<file path="config.mk">
export PLATFORM = sky130hd
export DESIGN_NAME = u_sadd_uni
export DESIGN_NICKNAME = d
export VERILOG_FILES = /design/src/rtl/u_sadd_pkg.sv /design/src/rtl/u_sadd_popcnt.sv /design/src/rtl/u_sadd_uni.sv
export SDC_FILE = /design/constraint.sdc
export NUM_CORES = 1
export LEC_CHECK = 0
export CORE_UTILIZATION = 46
export CTS_CLUSTER_DIAMETER = 80
export DETAILED_ROUTE_END_ITERATION = 12
export PLACE_DENSITY = 0.82
export SLEW_MARGIN = 20
export SYNTH_ARGS = -nofsm -noshare
export SYNTH_HDL_FRONTEND = slang
export SYNTH_HIERARCHICAL = 1
export SYNTH_SLANG_ARGS = --single-unit
</file>
<file path="constraint.sdc">
create_clock -name iClk -period 6.99 [get_ports iClk]
set_input_delay 1.398 -clock iClk [delete_from_list [all_inputs] [get_ports iClk]]
set_output_delay 1.398 -clock iClk [all_outputs]
set_load 0.05 [all_outputs]
</file>
<file path="src/rtl/u_sadd_pkg.sv">
// rtl/u_sadd_pkg.sv - shared defaults and width derivations for the unipolar scaled adder
package u_sadd_pkg;

    localparam int DEF_NUM_IN = 16;

    // Popcount must represent 0..numIn inclusive
    function automatic int cntWidth(input int numIn);
        return $clog2(numIn + 1);
    endfunction

    // Residue plus a full popcount peaks at 2*numIn-1
    function automatic int accWidth(input int numIn);
        return $clog2(2 * numIn);
    endfunction

endpackage

</file>
<file path="src/rtl/u_sadd_popcnt.sv">
// rtl/u_sadd_popcnt.sv - combinational ones count of the input stream vector
module u_sadd_popcnt
    import u_sadd_pkg::*;
#(
    parameter int NUM_IN = DEF_NUM_IN,
    parameter int CNT_W  = cntWidth(NUM_IN)
) (
    input  logic [NUM_IN-1:0] in,
    output logic [CNT_W-1:0]  cnt
);

    always_comb begin
        cnt = '0;
        for (int i = 0; i < NUM_IN; i++) begin
            cnt = cnt + CNT_W'(in[i]);
        end
    end

endmodule

</file>
<file path="src/rtl/u_sadd_uni.sv">
// rtl/u_sadd_uni.sv - unipolar stochastic scaled adder, emits one 1 per NUM_IN input ones
module u_sadd_uni
    import u_sadd_pkg::*;
#(
    parameter int NUM_IN = DEF_NUM_IN,
    parameter int CNT_W  = cntWidth(NUM_IN),
    parameter int ACC_W  = accWidth(NUM_IN)
) (
    input  logic              iClk,
    input  logic              iRstN,
    input  logic [NUM_IN-1:0] in,
    output logic              out
);

    localparam logic [ACC_W-1:0] THRESH = ACC_W'(NUM_IN);

    logic [CNT_W-1:0] cnt;
    logic [ACC_W-1:0] acc;
    logic [ACC_W-1:0] sum;
    logic             carry;

    u_sadd_popcnt #(
        .NUM_IN (NUM_IN),
        .CNT_W  (CNT_W)
    ) uPopcnt (
        .in  (in),
        .cnt (cnt)
    );

    // acc < NUM_IN and cnt <= NUM_IN, so sum fits ACC_W without wrap
    always_comb begin
        sum   = acc + ACC_W'(cnt);
        carry = (sum >= THRESH);
    end

    // iRstN is active-high despite its name
    always_ff @(posedge iClk) begin
        if (iRstN) begin
            acc <= '0;
            out <= 1'b0;
        end else begin
            out <= carry;
            acc <= carry ? (sum - THRESH) : sum;
        end
    end

endmodule

</file>
==> impl_results.md, run 1 <==
* Status: finished, final reports clean
* Max Cap Viol at 0
* Final GP Congestion at roughly 0.71
* CP Capture Type: register
* Max IR drop VDD at 0.339 mV
* Fmax at roughly 0.18 GHz
* Seq/Total Area, Yosys at approximately 15%
* Ports at 19
* Pins over their slew limit at 0
* Layout area overhead at 34.2%
* Critical path type: input port to register
* Avg WL per Cell at slightly above 9 µm
* Pwr Density at roughly 390 nW/µm²
* Area of the multi-input gates at a little under 500 µm²
* Iteration count of the initial detailed-routing pass at 2
* Synth Area per Inst at roughly 10 µm²
* Pre-CTS WS at between 1 and 1.5 ns
* Clock Sinks at 5
* Gr ovfl total at 0
* CP arrival at approximately 5.8 ns
* Layout Utilization at 67.1%
* Synth Instances at 65
* Yosys warnings at 6
* Seq cells post-synth at 5
* Hold path depth at 2
* Syn Nets at a little over 100
* Seq pwr share at 13.2%
* FF+latch area at about 100 µm²
* H-tree depth at 1
* WL final at around 950 µm
* Instance area at placement at roughly 860 µm²
* Critical path fanouts, max at 2
* Hold/Removal Path Class: register to register
* Root Buffer: clkbuf_4
* Diode count at 0
* RSZ-0062 raised after global routing: false
* Antenna viol nets, final at 0
* Min-delay src: acc[0]
* Post-cts resize count at 0
* Worst R2R End: out
* CTS buffer count at 3
* Critical Path Start Type: input port
* Post-CTS Setup Inserts at 0
* Post-synthesis cell type count at 14
* Die W at between 30 and 40 µm
* Worst-skew pair later-pin latency at 0.24 ns
* LEAKAGE at ~0.47 nW
* DRC violations left at 0
* First-pass GRT wire length at 1570 µm
* Number of buffers added on ports at 18
* Worst Reg-to-Reg Cells at 5
* # setup viols final at 0
* Antenna violations before repair at 0
* Final worst slack at between 1 and 1.5 ns
* CTS tree: yes
* Hold EP: acc[0]
* Most common library cell in the layout ignoring fill and taps: inv_1
* Flop-to-flop setup slack at 5.30 ns
* Req. time, crit path at between 7 and 8 ns
* Clock power share at under 10%
* Psw at between 0.1 and 0.15 mW
* Core area at ~1300 µm²
* Sw Share at around two fifths
* Vias in the first global route at between 400 and 500
* Power Total at ~0.34 mW
* FILL cells at about 100
* Worst reg2reg startpoint: acc[0]
* Die Area at about 1600 µm²
* Final #Nets at 126
* Setup Skew at roughly 0.0019 ns
* All-Layer GR Usage at 15.5%
* Most frequent cells in the layout: inv_1, clkdlybuf4s50_1, fa_1
* Clock Pin Slew Worst Setup and Hold Paths at 0.04 ns
* Clock Path Buffers at 2
* Initial drt markers at 3
* Worst slew pin tran at a little under 0.5 ns
* FP Rows at 13
* Logic pwr share at a little under 80%
* Cts hold-fix bufs at 0
* Final Hold Viols at 0
* DPL Wire Length at 876 µm
* Mapped Area at 659 µm²
* Period Utilization, post-route at around four fifths
* Internal Power at around 0.2 mW
* Chip height at 39.9 µm
* Slew HR at about two thirds
* Initial Util at between 50% and 60%
* Share of cells above drive strength 1 at 8.05%
* Minimum clock period at around 5.7 ns
* Via density per instance at 4.52
* Vias at 461
* Finished Cell Area at between 800 and 900 µm²
* Pin count of the biggest net entering global routing at 8
* Setup TNS at 0 ns
-- power by group through the flow --
stage | Combinational, mW | Sequential [mW] | Clock [mW]
after floorplan | 0.212 | 0.0492 | 0
after global placement | 0.255 | 0.0454 | 0
after detailed placement | 0.264 | 0.0459 | 0
after CTS | 0.269 | 0.0454 | 0.0345
after global routing | 0.305 | 0.0463 | 0.0378
final | 0.264 | 0.0453 | 0.0329
-- synth_stat cells --
cell type	instances	share of area, %
xnor2_1	3	4.0
ha_1	9	17
inv_1	20	11
mux2_4	1	2.3
fa_1	11	33
mux2_2	1	1.7
o21a_1	1	1.1
nor2b_1	2	1.9
dfxtp_1	5	15
a21o_1	3	3.4
nor2_1	3	1.7
a21oi_2	2	2.7
a21oi_1	1	0.76
and2b_1	3	3.4
-- critical path, stage by stage --
cell and delay, ns:
clkdlybuf4s50_1 0.43, fa_1 0.54, inv_1 0.05, fa_1 0.47, fa_1 0.53, fa_1 0.41
inv_1 0.06, ha_1 0.16, inv_1 0.06, fa_1 0.47, inv_1 0.07, fa_1 0.47
a21o_1 0.21, a21oi_2 0.15, mux2_4 0.30
-- logic make-up (layout without fill, tap and decap cells) --
| logic type | count (synthesis) | count (layout) | synth area share (%) |
|---|---|---|---|
| simple gates | 8 | 8 | 7.02 |
| fa+ha+maj | 20 | 20 | 50.5 |
| buf+inv | 20 | 42 | 11.4 |
| xor+xnor | 3 | 3 | 3.99 |
| compound gates | 7 | 7 | 7.97 |
| flops | 5 | 5 | 15.2 |
| mux | 2 | 2 | 3.98 |
-- layout make-up --
cell class | instances | area share, %
Multi-Input combinational cell | 40 | 54.7
Clock buffer | 4 | 2.97
Sequential cell | 5 | 11.3
Timing Repair Buffer | 18 | 20.4
Inverter | 20 | 8.49
Tap cell | 15 | 2.12
-- worst max-delay path by stage --
| stage | from | end | depth (start not counted) | slack, ns |
|---|---|---|---|---|
| 2_1_floorplan | in[3] | out | 14 | 1.66 |
| 3_3_place_gp | in[3] | out | 15 | 1.12 |
| 3_5_place_dp | in[3] | out | 15 | 1.07 |
| 4_1_cts | in[3] | out | 15 | 1.32 |
| 5_1_grt | in[3] | out | 15 | 1.20 |
| 6_report | in[3] | out | 15 | 1.33 |
-- layer usage --
layer  global-route usage, %  vias up  routed length, µm
met5                       0        -                  0
met2                    22.2        8                474
met1                    20.5      216                436
met4                    5.17        0                  0
li1                        -      237                  -
met3                    6.82        0                 38
-- state kept, by name, indices dropped and copies added (netlist names) --
name / count
acc: 4
out: 1
-- per-stage QoR --
stage	hold WS, ns	instances
after floorplan	0.521	65
final	0.562	102
after global placement	0.530	98
after CTS	0.563	102
after global routing	0.599	102
after detailed placement	0.553	98
Power figures use the tool's default switching activity.
==> run 2: changes to the inputs <==
- CORE_UTILIZATION: 46 -> 41
- PLACE_DENSITY: 0.82 -> 0.77
- clock period: 6.99 -> 4.6 ns (I/O delays scaled with it)
==> run 2 against run 1 <==
Net effect:
- non-clock buffer count increased by 4
- largest cell class unchanged
- sequential power increased by 52%
- critical path type unchanged
- the flow now finishes with violations (setup timing)
- count of clock-buffer cells in the layout unchanged
==> impl_results.md, run 2 (synthesis gave the netlist of run 1 again) <==
* CP arrival at 4.80 ns (was 5.78 ns)
* LEAKAGE at 0.490 nW (was 0.467 nW)
* Critical path fanouts, max at 2 (unchanged)
* Max FFs per register at 4 (unchanged)
* Core area at 1510 µm² (was 1320 µm²)
* Layout area overhead at 37.2% (was 34.2%)
* DPL Wire Length at 933 µm (was 876 µm)
* Critical path type: input port to register (unchanged)
* Worst-skew pair later-pin latency at 0.25 ns (was 0.24 ns)
* Max Cap Viol at 0 (unchanged)
* Diode count at 0 (unchanged)
* Vias at 493 (was 461)
* Pwr Density at 717 nW/µm² (was 387 nW/µm²)
* Max IR drop VDD at 0.517 mV (was 0.339 mV)
* Pre-CTS WS at -0.712 ns (was 1.07 ns)
* Antenna violations before repair at 0 (unchanged)
* Cell Count, Final, Fillers Out at 107 (was 102)
* Instance area at placement at 877 µm² (was 858 µm²)
* Clock Path Buffers at 2 (unchanged)
* Final worst slack at -0.0694 ns (was 1.33 ns)
* Die Area at 1770 µm² (was 1590 µm²)
* Gr ovfl total at 0 (unchanged)
* Root Buffer: clkbuf_4 (unchanged)
* Period Utilization, post-route at 102%
* Critical Path Start Type: input port (unchanged)
* Slew HR at 67.4% (was 67.5%)
* Avg WL per Cell at 10.4 µm (was 9.31 µm)
* Most frequent cells in the layout: inv_1, clkdlybuf4s50_1, fa_1 (unchanged)
* Most common library cell in the layout ignoring fill and taps: inv_1 (unchanged)
* Clock Pin Slew Worst Setup and Hold Paths at 0.05 ns (was 0.04 ns)
* Setup Skew at 0.000996 ns (was 0.00190 ns)
* Final #Nets at 130 (was 126)
* Pin count of the biggest net entering global routing at 8 (unchanged)
* Final GP Congestion at 0.705 (was 0.714)
* Failing checks: setup timing
* Initial Util at 43.8% (was 50.0%)
* Clock Sinks at 5 (unchanged)
* Req. time, crit path at 4.73 ns (was 7.11 ns)
* First-pass GRT wire length at 2080 µm (was 1570 µm)
* Pins over their slew limit at 0 (unchanged)
* Final Hold Viols at 0 (unchanged)
* Minimum clock period at 4.67 ns
* Initial drt markers at 5 (was 3)
* Iteration count of the initial detailed-routing pass at 4 (was 2)
* Die W at 42.1 µm (was 39.9 µm)
* Cts hold-fix bufs at 0 (unchanged)
* RSZ-0062 raised after global routing: true (was false)
* Share of cells above drive strength 1 at 31.9% (was 8.05%)
* Largest Register: acc (unchanged)
* Fmax at approximately 0.21 GHz
* Hold/Removal Path Class: register to register (unchanged)
* Ports at 19 (unchanged)
* CP Capture Type: register (unchanged)
* All-Layer GR Usage at 15.8% (was 15.5%)
* Finished Cell Area at 905 µm² (was 885 µm²)
* CTS buffer count at 3 (unchanged)
* Vias in the first global route at 511 (was 415)
* WL final at 1120 µm (was 950 µm)
* Status: complete, but fails checks (was finished, final reports clean)
* DRC violations left at 0 (unchanged)
* CTS tree: yes (unchanged)
* Number of buffers added on ports at 18 (unchanged)
* Via density per instance at 4.61 (was 4.52)
* Dpl cells at 101 (was 98)
* Antenna viol nets, final at 0 (unchanged)
* # setup viols final at 2 (was 0)
* Worst slew pin tran at 0.487 ns (about the same)
* Chip height at 42.1 µm (was 39.9 µm)
* H-tree depth at 1 (unchanged)
* Power Total at 0.649 mW (was 0.342 mW)
* FP Rows at 14 (was 13)
* Regs by FF count: acc (4), out (1) (unchanged)
[run 2: cell types whose count changed in the layout (fill, tap and decap cells not counted), sizes merged]
cell | previous run | this run
clkdlybuf4s50 | 18 | 9
clkbuf | 4 | 6
buf | 0 | 11
[run 2: layout make-up]
type / instances / area (µm²)
Fill cell: 134 / 602
Sequential cell: 5 / 100
Timing Repair Buffer: 22 / 184
Clock buffer: 4 / 26.3
Tap cell: 16 / 20.0
Inverter: 20 / 75.1
Multi-Input combinational cell: 40 / 499
[run 2: repair_timing]
| item | 4_1_cts | 5_1_grt |
|---|---|---|
| resized for setup | 37 | 8 |
| gates cloned | 0 | 0 |
| setup endpoints to repair | 4 | 3 |
| buffers inserted | 2 | 0 |
| pin swaps | 12 | 10 |
[run 2: final timing paths]
| path | start | slack (ns) | end | cells past startpoint |
|---|---|---|---|---|
| setup / recovery | in[10] | -0.07 | out | 15 |
| hold / removal | acc[0] | 0.57 | acc[0] | 2 |
| setup reg to reg | acc[0] | 2.97 | out | 5 |
| hold reg to reg | acc[0] | 0.57 | acc[0] | 2 |
[run 2: power by group]
part           total [mW]  switching [mW]  internal, mW
registers          0.0687         0.00603        0.0627
logic               0.527           0.231         0.296
clock network      0.0528          0.0199        0.0329
[run 2: metrics by stage]
stage	TNS (ns)	hold slack (ns)	util (%)
after floorplan	-0.126	0.521	-
after global placement	-1.86	0.529	58.2
after detailed placement	-2.19	0.544	58.2
after CTS	-0.293	0.582	59.6
after global routing	-0.291	0.609	60.0
final	-0.102	0.569	60.0
[run 2: routing by layer]
metal,part of all wire [%],up-vias,track usage [%]
met2,57,10,27.2
li1,-,245,-
met4,0,0,3.75
met1,37,238,17.9
met5,0,-,0
met3,5.7,0,7.33
[run 2: worst max-delay path, cell delays in order]
cell	delay (ns)
buf_6	0.09
fa_1	0.52
inv_1	0.05
fa_1	0.48
fa_1	0.54
fa_1	0.41
inv_1	0.07
ha_2	0.18
inv_2	0.04
fa_2	0.52
inv_2	0.04
fa_2	0.34
a21o_1	0.18
a21oi_2	0.13
mux2_4	0.30
==> run 3: changes to the inputs <==
- GPL_ROUTABILITY_DRIVEN: unset -> 0
- RECOVER_POWER: unset -> 100
==> run 3 against run 2 <==
Net effect:
- the flow still finishes with violations (setup timing)
- via count is the same
- sequential cell count is the same
- design area unchanged
- maximum frequency stayed put
- total power barely moved
- clock skew unchanged
- register-to-register slack is essentially flat
- setup slack did not move
- sequential share of layout area did not move
==> impl_results.md, run 3 (synthesis gave the netlist of run 1 again) <==
* Status: complete, but fails checks (unchanged)
* Failing checks: setup timing (unchanged)
* Root Buffer: clkbuf_4 (unchanged)
* All-Layer GR Usage at 15.8% (unchanged)
* RSZ-0062 raised after global routing: true (unchanged)
* Power Total at 0.648 mW (was 0.649 mW)
* Cts hold-fix bufs at 0 (unchanged)
* Layout Utilization at 60.0% (unchanged)
* First-pass GRT wire length at 2080 µm (unchanged)
* Minimum clock period at 4.67 ns (unchanged)
* Slew HR at 66.9% (was 67.4%)
* FILL cells at 134 (unchanged)
* DRC violations left at 0 (unchanged)
* Logic pwr share at 81.3% (about the same)
* Core area at 1510 µm² (unchanged)
* Min-delay src: acc[0] (unchanged)
* # setup viols final at 2 (unchanged)
* Finished Cell Area at 905 µm² (unchanged)
* Antenna viol nets, final at 0 (unchanged)
* Vias in the first global route at 511 (unchanged)
* Regs by FF count: acc (4), out (1) (unchanged)
* Critical-path top delay cell: fa_1 (unchanged)
* Iteration count of the initial detailed-routing pass at 4 (unchanged)
* Number of buffers added on ports at 18 (unchanged)
* Instance area at placement at 877 µm² (unchanged)
* Worst R2R End: out (unchanged)
* Worst slew pin tran at 0.495 ns (was 0.487 ns)
* CP Capture Type: register (unchanged)
* Pre-CTS WS at -0.712 ns (unchanged)
* CTS tree: yes (unchanged)
* Layout area overhead at 37.2% (unchanged)
* Share of cells above drive strength 1 at 31.9% (unchanged)
* Psw at 0.257 mW (about the same)
* WL final at 1120 µm (unchanged)
* Ports at 19 (unchanged)
* Setup Skew at 0.000996 ns (unchanged)
* Via density per instance at 4.61 (unchanged)
* FP Rows at 14 (unchanged)
* Period Utilization, post-route at 102% (unchanged)
* Clock Pin Slew Worst Setup and Hold Paths at 0.05 ns (about the same)
* Max IR drop VDD at 0.517 mV (about the same)
* Max FFs per register at 4 (unchanged)
* Chip height at 42.1 µm (unchanged)
* Hold EP: acc[0] (unchanged)
* Most common library cell in the layout ignoring fill and taps: inv_1 (unchanged)
* Pin count of the biggest net entering global routing at 8 (unchanged)
* Most frequent cells in the layout: inv_1, fa_1, ha_1, clkdlybuf4s50_1 (was inv_1, clkdlybuf4s50_1, fa_1)
* Worst reg2reg startpoint: acc[0] (unchanged)
* Cell mode on critical path: fa_1 (unchanged)
* Critical Path Start Type: input port (unchanged)
* Antenna violations before repair at 0 (unchanged)
* Dpl cells at 101 (unchanged)
* Vias at 493 (unchanged)
* DPL Wire Length at 933 µm (unchanged)
* Fmax at 0.214 GHz (unchanged)
* Diode count at 0 (unchanged)
* Die Area at 1770 µm² (unchanged)
* Max Cap Viol at 0 (unchanged)
* Sw Share at 39.7% (was 39.6%)
* Die W at 42.1 µm (unchanged)
* Clock Sinks at 5 (unchanged)
* Cells along the critical path: buf_6 > fa_1 > inv_1 > fa_1 > fa_1 > fa_1 > inv_1 > ha_2 > inv_2 > fa_2 > inv_2 > fa_2 > a21o_1 > a21oi_2 > mux2_4 (unchanged)
* H-tree depth at 1 (unchanged)
* Critical path type: input port to register (unchanged)
* Req. time, crit path at 4.73 ns (about the same)
* CP arrival at 4.80 ns (about the same)
* Worst Reg-to-Reg Cells at 5 (unchanged)
* Hold path depth at 2 (unchanged)
* CTS buffer count at 3 (unchanged)
* Final Hold Viols at 0 (unchanged)
* Gr ovfl total at 0 (unchanged)
* Max stage delay on crit path at 0.54 ns (about the same)
* Cell Count, Final, Fillers Out at 107 (unchanged)
* Clock power share at 8.1% (about the same)
* Largest Register: acc (unchanged)
* Critical path fanouts, max at 2 (unchanged)
* Pins over their slew limit at 0 (unchanged)
* Initial drt markers at 5 (unchanged)
* Internal Power at 0.391 mW (was 0.392 mW)
* Avg WL per Cell at 10.4 µm (unchanged)
* Final worst slack at -0.0694 ns (unchanged)
* Flop-to-flop setup slack at 2.97 ns (about the same)
* Worst-skew pair later-pin latency at 0.25 ns (about the same)
* Initial Util at 43.8% (unchanged)
* Hold/Removal Path Class: register to register (unchanged)
* Crit path from: in[10] (unchanged)
* Final #Nets at 130 (unchanged)
* Clock Path Buffers at 2 (unchanged)
* Seq pwr share at 10.6% (about the same)
* LEAKAGE at 0.493 nW (was 0.490 nW)
* Pwr Density at 717 nW/µm² (about the same)
## run 3: through the flow
step           hold slack [ns]  setup TNS, ns
2_1_floorplan            0.521         -0.126
3_3_place_gp             0.529          -1.86
3_5_place_dp             0.544          -2.19
4_1_cts                  0.582         -0.293
5_1_grt                  0.609         -0.291
6_report                 0.569         -0.102
## run 3: final cells by class
cell class	instances	area (µm²)	share of cell area, %
clock buffers	4	26.3	2.90
inverters	20	75.1	8.30
multi-input cells	40	499	55.2
flip-flops and latches	5	100	11.1
well taps	16	20.0	2.21
repair buffers	22	184	20.3
## run 3: worst max path at each step
stage	endpoint
5_1_grt	out
3_5_place_dp	out
2_1_floorplan	out
3_3_place_gp	out
4_1_cts	out
6_report	out
## run 3: repair_timing
item / in CTS / in global routing
pin swaps: 12 / 10
gates resized for setup: 37 / 8
endpoints found under the setup margin: 4 / 3
setup buffers: 2 / 0
## run 3: power by group through the flow
stage	clock network, mW	registers, mW	logic [mW]
global route	0.0596	0.0696	0.594
floorplan	0	0.0752	0.322
finish	0.0528	0.0686	0.527
global placement	0	0.0691	0.424
detailed placement	0	0.0698	0.440
CTS	0.0542	0.0686	0.517
## run 3: worst max-delay path, delay by kind of cell
family | cells | cell delay (ns)
compound gates | 2 | 0.31
fa+ha+maj | 7 | 2.99
buf+inv | 5 | 0.29
mux | 1 | 0.30
## run 3: per-layer routing
metal | vias up | share of wire, % | global-route usage, %
li1 | 245 | - | -
met5 | - | 0 | 0
met1 | 238 | 37 | 17.9
met2 | 10 | 57 | 27.2
met4 | 0 | 0 | 3.75
met3 | 0 | 5.7 | 7.33
